**src/rtl/ahb_timer_slave_if.sv**
```systemverilog
// ahb_timer_slave_if: AHB-Lite bus bundle between the system fabric and the Timer1 slave
interface ahb_timer_slave_if;
    logic        HSEL;
    logic [31:0] HADDR;
    logic [1:0]  HTRANS;
    logic        HWRITE;
    logic [2:0]  HSIZE;
    logic [31:0] HWDATA;
    logic        HREADY;
    logic [31:0] HRDATA;
    logic        HREADYOUT;
    logic [1:0]  HRESP;
    modport master (
        output HSEL, HADDR, HTRANS, HWRITE, HSIZE, HWDATA, HREADY,
        input  HRDATA, HREADYOUT, HRESP
    );
    modport slave (
        input  HSEL, HADDR, HTRANS, HWRITE, HSIZE, HWDATA, HREADY,
        output HRDATA, HREADYOUT, HRESP
    );
endinterface

```
**src/rtl/ahb_timer_slave.sv**
```systemverilog
// ahb_timer_slave: AHB slave with a prescaled 32-bit down-counter, periodic/one-shot modes and maskable IRQ
module ahb_timer_slave #(
    parameter logic [31:0] LOAD_RST     = 32'h0000_0000,
    parameter logic [7:0]  PRESCALE_RST = 8'h00
) (
    input  logic             HCLK,
    input  logic             HRESET,
    ahb_timer_slave_if.slave bus,
    output logic             TIMINT
);
    typedef enum logic [1:0] {OK, ERR1, ERR2} state_t;
    state_t      state_q, state_d;
    logic        dp_valid_q, dp_valid_d, dp_write_q, dp_write_d;
    logic [1:0]  dp_off_q, dp_off_d;
    logic [31:0] load_q, load_d, value_q, value_d;
    logic        en_q, en_d, periodic_q, periodic_d, ie_q, ie_d, irq_q, irq_d;
    logic [7:0]  prescale_q, prescale_d, pcnt_q, pcnt_d;
    logic        accept, legal, wr, tick;
    logic [31:0] rd_mux;
    logic        unused_addr;

    assign accept      = bus.HSEL & bus.HREADY & bus.HTRANS[1];
    assign legal       = (bus.HADDR[11:4] == 8'h00) & (bus.HSIZE == 3'b010);
    assign wr          = dp_valid_q & dp_write_q & bus.HREADY;
    assign tick        = en_q & (pcnt_q == prescale_q);
    assign unused_addr = ^{bus.HADDR[31:12], bus.HADDR[1:0], bus.HTRANS[0]};

    // Error response sequencing: a wait cycle then the completing cycle, both flagged ERROR
    always_comb begin
        state_d = (state_q == ERR1) ? ERR2 : (accept & ~legal) ? ERR1 : OK;
    end

    // Address-phase capture; only legal accesses open a data phase, held while the bus is stalled
    always_comb begin
        dp_valid_d = bus.HREADY ? (accept & legal) : dp_valid_q;
        dp_write_d = (bus.HREADY & accept) ? bus.HWRITE : dp_write_q;
        dp_off_d   = (bus.HREADY & accept) ? bus.HADDR[3:2] : dp_off_q;
    end

    // Timer evolution first, then bus writes layered on top so software wins where it must
    always_comb begin
        load_d     = load_q;
        value_d    = value_q;
        en_d       = en_q;
        periodic_d = periodic_q;
        ie_d       = ie_q;
        prescale_d = prescale_q;
        irq_d      = irq_q;
        pcnt_d     = pcnt_q;
        if (wr && dp_off_q == 2'd3 && bus.HWDATA[0]) irq_d = 1'b0;
        if (en_q) pcnt_d = tick ? 8'd0 : pcnt_q + 8'd1;
        if (tick) begin
            if (value_q != 32'd0) begin
                value_d = value_q - 32'd1;
            end else begin
                irq_d = 1'b1;
                if (periodic_q) value_d = load_q;
                else en_d = 1'b0;
            end
        end
        if (wr && dp_off_q == 2'd0) begin
            load_d  = bus.HWDATA;
            value_d = bus.HWDATA;
            pcnt_d  = 8'd0;
        end
        if (wr && dp_off_q == 2'd2) begin
            en_d       = bus.HWDATA[0];
            periodic_d = bus.HWDATA[1];
            ie_d       = bus.HWDATA[2];
            prescale_d = bus.HWDATA[15:8];
            if (~en_q & bus.HWDATA[0]) pcnt_d = 8'd0;
        end
    end

    // Read data is driven only during a legal read data phase
    always_comb begin
        rd_mux = (dp_off_q == 2'd0) ? load_q :
                 (dp_off_q == 2'd1) ? value_q :
                 (dp_off_q == 2'd2) ? {16'h0000, prescale_q, 5'd0, ie_q, periodic_q, en_q} :
                                      {31'd0, irq_q};
        bus.HRDATA = (dp_valid_q & ~dp_write_q) ? rd_mux : 32'h0;
    end

    assign bus.HREADYOUT = (state_q != ERR1);
    assign bus.HRESP     = (state_q == OK) ? 2'b00 : 2'b01;
    assign TIMINT        = irq_q & ie_q;

    // State registers; reset aborts any error response and discards the count
    always_ff @(posedge HCLK) begin
        if (HRESET) begin
            state_q    <= OK;
            dp_valid_q <= 1'b0;
            dp_write_q <= 1'b0;
            dp_off_q   <= 2'd0;
            load_q     <= LOAD_RST;
            value_q    <= LOAD_RST;
            en_q       <= 1'b0;
            periodic_q <= 1'b0;
            ie_q       <= 1'b0;
            prescale_q <= PRESCALE_RST;
            irq_q      <= 1'b0;
            pcnt_q     <= 8'd0;
        end else begin
            state_q    <= state_d;
            dp_valid_q <= dp_valid_d;
            dp_write_q <= dp_write_d;
            dp_off_q   <= dp_off_d;
            load_q     <= load_d;
            value_q    <= value_d;
            en_q       <= en_d;
            periodic_q <= periodic_d;
            ie_q       <= ie_d;
            prescale_q <= prescale_d;
            irq_q      <= irq_d;
            pcnt_q     <= pcnt_d;
        end
    end
endmodule

```
**src/flat_wrapper.sv**
```systemverilog
// flat-port wrapper written by rule: the top's interface ports become plain ports
module ahb_timer_slave_flat 
#(
    parameter logic [31:0] LOAD_RST     = 32'h0000_0000,
    parameter logic [7:0]  PRESCALE_RST = 8'h00
)
  (HCLK, HRESET, TIMINT, bus_HSEL, bus_HADDR, bus_HTRANS, bus_HWRITE, bus_HSIZE, bus_HWDATA, bus_HREADY, bus_HRDATA, bus_HREADYOUT, bus_HRESP);
  ahb_timer_slave_if bus_i ();
  input  logic HCLK;
  input  logic HRESET;
  output logic TIMINT;
  input wire logic [$bits(bus_i.HSEL)-1:0] bus_HSEL;
  input wire logic [$bits(bus_i.HADDR)-1:0] bus_HADDR;
  input wire logic [$bits(bus_i.HTRANS)-1:0] bus_HTRANS;
  input wire logic [$bits(bus_i.HWRITE)-1:0] bus_HWRITE;
  input wire logic [$bits(bus_i.HSIZE)-1:0] bus_HSIZE;
  input wire logic [$bits(bus_i.HWDATA)-1:0] bus_HWDATA;
  input wire logic [$bits(bus_i.HREADY)-1:0] bus_HREADY;
  output wire logic [$bits(bus_i.HRDATA)-1:0] bus_HRDATA;
  output wire logic [$bits(bus_i.HREADYOUT)-1:0] bus_HREADYOUT;
  output wire logic [$bits(bus_i.HRESP)-1:0] bus_HRESP;
  assign bus_i.HSEL = bus_HSEL;
  assign bus_i.HADDR = bus_HADDR;
  assign bus_i.HTRANS = bus_HTRANS;
  assign bus_i.HWRITE = bus_HWRITE;
  assign bus_i.HSIZE = bus_HSIZE;
  assign bus_i.HWDATA = bus_HWDATA;
  assign bus_i.HREADY = bus_HREADY;
  assign bus_HRDATA = bus_i.HRDATA;
  assign bus_HREADYOUT = bus_i.HREADYOUT;
  assign bus_HRESP = bus_i.HRESP;
  ahb_timer_slave #(.LOAD_RST(LOAD_RST), .PRESCALE_RST(PRESCALE_RST)) u_core (.HCLK(HCLK), .HRESET(HRESET), .bus(bus_i), .TIMINT(TIMINT));
endmodule
```
**config.mk**
```make
export PLATFORM = sky130hd
export DESIGN_NAME = ahb_timer_slave_flat
export DESIGN_NICKNAME = d
export VERILOG_FILES = /design/src/rtl/ahb_timer_slave_if.sv /design/src/rtl/ahb_timer_slave.sv /design/src/flat_wrapper.sv
export SDC_FILE = /design/constraint.sdc
export NUM_CORES = 1
export LEC_CHECK = 0
export CORE_MARGIN = 2
export CORE_UTILIZATION = 52
export CTS_CLUSTER_DIAMETER = 100
export DETAILED_ROUTE_END_ITERATION = 10
export PLACE_DENSITY = 0.8
export SLEW_MARGIN = 20
export SYNTH_ARGS = -nofsm -noshare
export SYNTH_HDL_FRONTEND = slang
export SYNTH_SLANG_ARGS = --single-unit
```
**constraint.sdc**
```tcl
create_clock -name HCLK -period 2.5 [get_ports HCLK]
set_input_delay 0.25 -clock HCLK [delete_from_list [all_inputs] [get_ports HCLK]]
set_output_delay 0.25 -clock HCLK [all_outputs]
set_load 0.005 [all_outputs]
```
==> metrics.cfg, run 1 <==
[sta]
timing.hold.ws_ns=0.116
setup_viol=0
skew_ns=0.0165
tightest_slew_ns=0.562
fin_tns_setup_ns=0
max_clock_freq_mhz=420
fin_crit_sh_pct=95.1
rsz0062_at_grt=false
fin_crit_ns=2.38
slew-limit-headroom_pct=62.4
hold_viol=0
maxSlewViolCount=0

[floorplanning]
start_util_pct=53.8
die_w_um=105
io_pins=110
die_h_um=105
rows=36
dieArea_mm2=0.0109
core_area_mm2=0.00977

[logic_synthesis]
syn_avg_cell_area_um2=7.86
ys_seq_elements=90
synth_fp_nets=745
async_flop_share_pct=0
synth_seq_area_share_pct=34.3
synth.yosys.warnings=0
syn_area_mm2=0.00525
syn_inst=668
synth.distinct_cells=66
synth-edff-count=0
synth-main-ff-cell=dfxtp_1

[setup_path]
critPathRequiredTime_ns=2.73
crit_chain=inv_1 > ha_1 > or3b_2 > nor4_2 > nand2_1 > xnor2_1 > a222oi_1 > a21oi_1
r2r_end=u_core.value_q[18]
r2r-start=u_core.value_q[0]
crit_arrival_ns=2.61
cp-start-kind=register
worst-path-buf-inv=1
crit_slowest_cell=or3b_2
rrSetupSlack_ns=0.12
path_class=reg -> reg
path_max_fanout=5
reg2reg_depth=8
max_stage_delay_ns=0.49
crit_path_end_kind=register
crit_family=simple AND/OR/NAND/NOR gates

[detailed_routing]
wl_per_cell_um=17.5
drcViolationCount=0
first_pass_iters=9
routed_wirelength_um=15700
drt-vias-per-instance=6.15
drtAntennaViolNets=0
vias=5509
initialDrtViolationCount=428

[final_layout]
layout-drive-gt1-share_pct=11.3
area.growth.synth_to_final_pct=26.5
stdcell_area_mm2=0.00665
diodes=0
final_nets=836
num-fill-cells=846

[worst_hold_path]
min_path_cells=2
worstHoldPathType=in -> reg
hold_start=HRESET
min_to=u_core.load_q[15]

[power_and_ir_drop]
vdd_drop_max_mv=0.288
total_power_mw=2.61
power_density_mw_per_mm2=393
leakagePower_nw=2.28

[place]
dp_hpwl_um=11300
port_buffers=85
gp_congestion=0.910
placed_area_mm2=0.00644

[clocking]
ctsHoldBuffers=0
clkTransAtPathRegs_ns=0.09
cts_made_buffers=9
clockBufferDepth=2
h-tree-depth=3
cts_sinks=90
cts_tree=yes
postCtsSetupBuffers=0
cts_root_buf=clkbuf_8
clkLatencyLatePin_ns=0.36

[grt]
grt_pass1_wl_um=25400
grt_pass1_vias=5242
grt_usage_pct=28.5
grt_remaining_overflow=0
antenna_found_initial=0
grt_max_degree=48

[flow_run]
maxCapViolCount=0

[run_status]
status=complete, no violations

[stage by stage]
stage	utilization, %	cells	setup WS [ns]
CTS	67.8	896	0.0597
global placement	65.9	881	0.138
detailed placement	65.9	881	0.0724
floorplan	-	668	0.315
global route	68.0	896	0.00457
finish	68.0	896	0.121
[area by class of cell]
cell class,count,area (µm²),area share (%)
inverters,8,30.0,0.452
multi-input cells,521,3230,48.6
well taps,133,166,2.50
repair buffers,129,1230,18.4
clock buffers,11,141,2.13
clock inverters,4,52.6,0.791
flip-flops and latches,90,1800,27.1
[worst register-to-register path, cell delays in order, from the launching register on]
cell      delay, ns
dfxtp_1        0.36
inv_1          0.13
ha_1           0.24
or3b_2         0.49
nor4_2         0.35
nand2_1        0.12
xnor2_1        0.14
a222oi_1       0.33
a21oi_1        0.11
[sequential cells by signal, indices dropped and copies added, names as in the netlist, 2 cells and up]
name               cells
u_core.prescale_q      8
u_core.dp_off_q        2
u_core.state_q         2
u_core.pcnt_q          8
u_core.value_q        32
u_core.load_q         32
[cell families (layout without fill, tap and decap cells)]
| logic type | count (synthesis) | after routing | synth area share (%) |
|---|---|---|---|
| simple gates | 288 | 288 | 27.3 |
| compound gates | 156 | 156 | 19.4 |
| flops | 90 | 90 | 34.3 |
| buf+inv | 57 | 152 | 4.76 |
| mux | 47 | 47 | 9.19 |
| xor+xnor | 26 | 26 | 4.33 |
| fa+ha+maj | 3 | 3 | 0.715 |
| other cells | 1 | 1 | 0.0714 |
[Yosys cell counts (9+ instances only)]
cell type	number	area [µm²]
or3_1	12	75.1
o22a_1	9	78.8
a21oi_1	67	335
nand4_1	11	68.8
buf_2	11	55.1
nand2_1	117	439
xnor2_1	18	158
mux2i_1	46	460
nor3_1	14	70.1
nor2_1	78	293
o21ai_0	17	85.1
clkbuf_1	29	109
dfxtp_1	90	1800
[power breakdown]
group	switching, mW	internal, mW	total [mW]
registers	0.00305	1.43	1.44
clock network	0.525	0.487	1.01
logic	0.0709	0.0922	0.163
[routing by layer]
layer  track usage [%]  vias to the layer above  routed length [µm]
met2              46.9                      279                7430
met4              12.0                        0                 402
li1                  -                     2569                   -
met1              37.5                     2623                6800
met3              3.70                       38                1080
met5                 0                        -                   0
[worst max-delay path by stage]
| stage | startpoint | end | slack [ns] | cells after the start |
|---|---|---|---|---|
| 3_3_place_gp | u_core.value_q[0] | u_core.value_q[18] | 0.14 | 8 |
| 2_1_floorplan | u_core.value_q[4] | u_core.value_q[18] | 0.31 | 7 |
| 6_report | u_core.value_q[0] | u_core.value_q[18] | 0.12 | 8 |
| 4_1_cts | u_core.value_q[0] | u_core.value_q[18] | 0.06 | 8 |
| 5_1_grt | u_core.value_q[12] | u_core.value_q[3] | 0.005 | 8 |
| 3_5_place_dp | u_core.value_q[0] | u_core.value_q[18] | 0.07 | 8 |
[layout by cell type (no fill, tap or decap), types with 4 or more instances in the layout]
| cell type | netlist | routed |
|---|---|---|
| nand3_1 | 8 | 8 |
| o22ai_1 | 6 | 6 |
| a31oi_1 | 6 | 6 |
| dfxtp_1 | 90 | 89 |
| buf_12 | 0 | 4 |
| or3_1 | 12 | 12 |
| a222oi_1 | 8 | 8 |
| a21oi_1 | 67 | 67 |
| or4_1 | 5 | 5 |
| o21ai_0 | 17 | 17 |
| a21boi_0 | 4 | 4 |
| a211o_1 | 6 | 6 |
| clkbuf_8 | 0 | 10 |
| inv_1 | 8 | 8 |
| a211oi_1 | 6 | 6 |
| nand2_1 | 117 | 116 |
| xor2_1 | 8 | 8 |
| clkdlybuf4s50_1 | 0 | 84 |
| nor4_2 | 3 | 4 |
| o22a_1 | 9 | 9 |
| or2_2 | 4 | 4 |
| nor3_1 | 14 | 13 |
| buf_4 | 4 | 40 |
| xnor2_1 | 18 | 18 |
| mux2i_1 | 46 | 46 |
| nor4_1 | 6 | 5 |
| nand2b_1 | 5 | 5 |
| nand4_1 | 11 | 11 |
| nor2_1 | 78 | 78 |
[repair_timing]
| action | in CTS | in global routing |
|---|---|---|
| setup endpoints to repair | 0 | 7 |
| hold endpoints to repair | 0 | 0 |
| gates resized for setup | 0 | 3 |
Note: power is estimated with default switching activity, not from simulation.
==> run 2: changes to the inputs <==
- CELL_PAD_IN_SITES_DETAIL_PLACEMENT: unset -> 1
- CELL_PAD_IN_SITES_GLOBAL_PLACEMENT: unset -> 2
- CORE_UTILIZATION: 52 -> 30
==> run 2 against run 1 <==
Hold slack improved by 0.29 ns; sequential share of layout area shrank 1.2 points; non-clock buffer count is 17 higher; core utilization down 28 points; sequential power about the same; count of clock-buffer cells in the layout up 1; combinational power is 3% higher; power is 12% higher; critical path type unchanged; largest cell class unchanged.
==> metrics.cfg, run 2 (synthesized netlist as in run 1, its figures left out) <==
[grt]
antenna_found_initial=0
grt_max_degree=81
grt_remaining_overflow=0
grt_pass1_wl_um=30200
grt_usage_pct=20.8
grt_pass1_vias=5708

[final_layout]
layout-drive-gt1-share_pct=13.3
top_regs=u_core.load_q x32, u_core.value_q x32
stdcell_area_mm2=0.00696
num-fill-cells=2063
layout_commonest_cell=nand2_1
area.growth.synth_to_final_pct=32.4
diodes=0
multi_input_area_mm2=0.00324
final_cell_mix=117 x nand2_1, 89 x dfxtp_1, 84 x clkdlybuf4s50_1
stdcell_count=1005
final_nets=853
seq_area_mm2=0.00181
fin_util_pct=40.4

[sta]
worst_slack_ns=0.152
hold_viol=0
rsz0062_at_grt=false
slew-limit-headroom_pct=60.4
max_clock_freq_mhz=426
fin_crit_ns=2.35
tightest_slew_ns=0.594
timing.hold.ws_ns=0.401
fin_crit_sh_pct=93.9
setup_viol=0
maxSlewViolCount=0
fin_tns_setup_ns=0
skew_ns=0.00851

[power_and_ir_drop]
vdd_drop_max_mv=0.316
leakagePower_nw=2.42
switchingPower_mw=0.665
pwr-share-comb_pct=5.8
cellInternalPower_mw=2.25
switching_share_pct=22.8
seqPwrFrac_pct=49.5
total_power_mw=2.91
p_clk_share_pct=44.7
power_density_mw_per_mm2=419

[clocking]
ctsHoldBuffers=0
cts_sinks=90
clockBufferDepth=2
h-tree-depth=3
clkTransAtPathRegs_ns=0.06
cts_root_buf=clkbuf_16
cts_tree=yes
clkLatencyLatePin_ns=0.35
cts_made_buffers=9

[detailed_routing]
initialDrtViolationCount=280
drt-vias-per-instance=5.40
first_pass_iters=5
wl_per_cell_um=18.8
drtAntennaViolNets=0
vias=5428
routed_wirelength_um=18800
drcViolationCount=0

[setup_path]
cp-start-kind=register
path_max_fanout=9
path_class=reg -> reg
crit_arrival_ns=2.62
critPathRequiredTime_ns=2.77
crit_path_end_kind=register

[floorplanning]
rows=48
start_util_pct=30.5
die_w_um=136
io_pins=110
core_area_mm2=0.0172
dieArea_mm2=0.0186
die_h_um=136

[place]
gp_congestion=0.871
dp_hpwl_um=13700
placed_area_mm2=0.00665
dp_slack_ns=0.0472
port_buffers=85
placed_cells=989

[run_status]
status=complete, no violations

[worst_hold_path]
worstHoldPathType=in -> reg

[flow_run]
maxCapViolCount=0

run 2: changes by cell type in the layout (fill, tap and decap cells not counted), moves of 2 or more:
| cell | change |
|---|---|
| clkinv_2 | +2 |
| clkbuf_16 | +9 |
| clkinv_4 | -2 |
| nor4_2 | -2 |
| and4_1 | -2 |
| buf_4 | +19 |
| clkbuf_8 | -8 |
| buf_12 | -2 |
| and4_2 | +2 |
run 2: critical path: stages, from the launching register on:
cell	delay, ns
dfxtp_1	0.32
inv_1	0.12
ha_1	0.17
nor4b_4	0.30
and4_2	0.39
nand4_2	0.16
a21oi_2	0.28
buf_4	0.26
a222oi_1	0.11
a21oi_1	0.15
run 2: worst paths after layout:
| path | depth (start not counted) | end | start | slack (ns) |
|---|---|---|---|---|
| setup / recovery | 9 | u_core.value_q[25] | u_core.value_q[0] | 0.15 |
| hold / removal | 3 | u_core.prescale_q[7] | HRESET | 0.40 |
| setup reg to reg | 9 | u_core.value_q[25] | u_core.value_q[0] | 0.15 |
| hold reg to reg | 2 | u_core.load_q[26] | u_core.load_q[26] | 0.47 |
run 2: what timing repair did:
item                                    CTS  global route
endpoints found under the setup margin    5            25
buffers inserted                          0             1
resized for setup                         1             6
cloned                                    0             0
run 2: routing by layer:
layer | routed length, µm | global-route usage, % | vias up
li1 | - | - | 2611
met1 | 8750 | 26.9 | 2685
met2 | 9170 | 36.0 | 116
met3 | 685 | 2.65 | 16
met4 | 238 | 6.42 | 0
met5 | 0 | 0 | -
run 2: cell type report:
type	count	share of cell area (%)
multi-input combinational	521	46.6
sequential	90	25.9
timing repair buffer	146	19.1
tap	225	4.05
clock buffer	12	3.69
inverter	8	0.432
clock inverter	3	0.216
run 2: power groups by stage:
stage / clock (mW) / sequential (mW) / combinational [mW]
3_3_place_gp: 0 / 1.48 / 0.165
4_1_cts: 1.33 / 1.44 / 0.169
2_1_floorplan: 0 / 1.47 / 0.0549
6_report: 1.30 / 1.44 / 0.168
3_5_place_dp: 0 / 1.48 / 0.168
5_1_grt: 1.38 / 1.44 / 0.179
==> run 3: changes to the inputs <==
- CORE_ASPECT_RATIO: unset -> 0.6
==> run 3 against run 2 <==
Cell count is 2.1% higher; die area rose by 0.19%; sequential cell count unchanged.
==> metrics.cfg, run 3 (synthesized netlist as in run 1, its figures left out) <==
[place]
placed_cells=1008
gp_congestion=0.858
dp_hpwl_um=14700
port_buffers=85
placed_area_mm2=0.00673
dp_slack_ns=0.0990

[setup_path]
max_stage_delay_ns=0.57
critPathRequiredTime_ns=2.25
path_max_fanout=9
path_class=reg -> out
crit_slowest_cell=dfxtp_1
crit_family=flip-flops
r2r-start=u_core.value_q[0]
crit_path_end_kind=output port
rrSetupSlack_ns=0.17
worst-path-buf-inv=1
crit_arrival_ns=2.13
crit_chain=nor2b_1 > a21oi_1 > nor2_1 > clkdlybuf4s50_1
cp-start-kind=register
r2r_end=u_core.value_q[18]
reg2reg_depth=9

[detailed_routing]
vias=5553
drcViolationCount=0
first_pass_iters=5
initialDrtViolationCount=372
drtAntennaViolNets=0
routed_wirelength_um=19700
wl_per_cell_um=19.2
drt-vias-per-instance=5.41

[floorplanning]
rows=37
io_pins=110
dieArea_mm2=0.0186
core_area_mm2=0.0171
die_w_um=175
start_util_pct=30.7
die_h_um=107

[worst_hold_path]
min_to=u_core.prescale_q[3]
worstHoldPathType=in -> reg
hold_start=HRESET
min_path_cells=2

[grt]
grt_usage_pct=21.4
grt_remaining_overflow=0
grt_max_degree=49
grt_pass1_vias=5729
grt_pass1_wl_um=31200
antenna_found_initial=0

[final_layout]
final_nets=864
diodes=0
stdcell_count=1026
fin_util_pct=41.3
layout_commonest_cell=nand2_1
final_cell_mix=117 x nand2_1, 89 x dfxtp_1, 84 x clkdlybuf4s50_1
num-fill-cells=2094
area.growth.synth_to_final_pct=34.7
top_regs=u_core.load_q x32, u_core.value_q x32
stdcell_area_mm2=0.00708
layout-drive-gt1-share_pct=14.9

[sta]
fin_crit_ns=2.38
timing.hold.ws_ns=0.262
fin_tns_setup_ns=0
worst_slack_ns=0.125
setup_viol=0
tightest_slew_ns=0.608
fin_crit_sh_pct=95.0
slew-limit-headroom_pct=59.3
rsz0062_at_grt=false
maxSlewViolCount=0
max_clock_freq_mhz=421
hold_viol=0
skew_ns=0.0114

[clocking]
clockBufferDepth=2
cts_made_buffers=9
cts_sinks=90
h-tree-depth=3
ctsHoldBuffers=0
cts_root_buf=clkbuf_16
clkLatencyLatePin_ns=0.36
cts_tree=yes
clkTransAtPathRegs_ns=0.07

[flow_run]
maxCapViolCount=0

[power_and_ir_drop]
leakagePower_nw=2.47
power_density_mw_per_mm2=417
vdd_drop_max_mv=0.305
total_power_mw=2.95

[run_status]
status=complete, no violations

run 3: power by group:
part           internal, mW  switching (mW)
combinational        0.0936          0.0737
sequential             1.43         0.00707
clock                 0.702           0.639
run 3: what timing repair did:
item,CTS,global route
cloned,0,0
resized for setup,1,9
endpoints found under the setup margin,29,25
setup buffers,0,2
pin swaps,0,1
run 3: metal layers:
| metal | routed length (µm) | track usage (%) | up-vias |
|---|---|---|---|
| li1 | - | - | 2631 |
| met1 | 10100 | 30.9 | 2737 |
| met2 | 8310 | 33.0 | 166 |
| met3 | 1120 | 3.93 | 19 |
| met4 | 204 | 4.46 | 0 |
| met5 | 0 | 0 | - |
run 3: area by class of cell:
type / instances / area [µm²] / area share [%]
Clock buffer: 10 / 239 / 3.38
Clock inverter: 6 / 42.5 / 0.601
Inverter: 8 / 30.0 / 0.424
Multi-Input combinational cell: 521 / 3250 / 45.9
Sequential cell: 90 / 1810 / 25.5
Tap cell: 234 / 293 / 4.14
Timing Repair Buffer: 157 / 1420 / 20.1
run 3: how the worst max path moves through the flow:
stage                            start                  to  slack (ns)  cells after the start
floorplan            u_core.value_q[4]  u_core.value_q[18]        0.31                      7
global placement     u_core.value_q[0]  u_core.value_q[31]        0.15                     10
detailed placement   u_core.value_q[0]  u_core.value_q[11]         0.1                     10
CTS                  u_core.value_q[0]  u_core.value_q[11]        0.05                     10
global route         u_core.value_q[0]  u_core.value_q[18]       0.002                      9
finish              u_core.dp_off_q[1]       bus_HRDATA[2]        0.12                      4
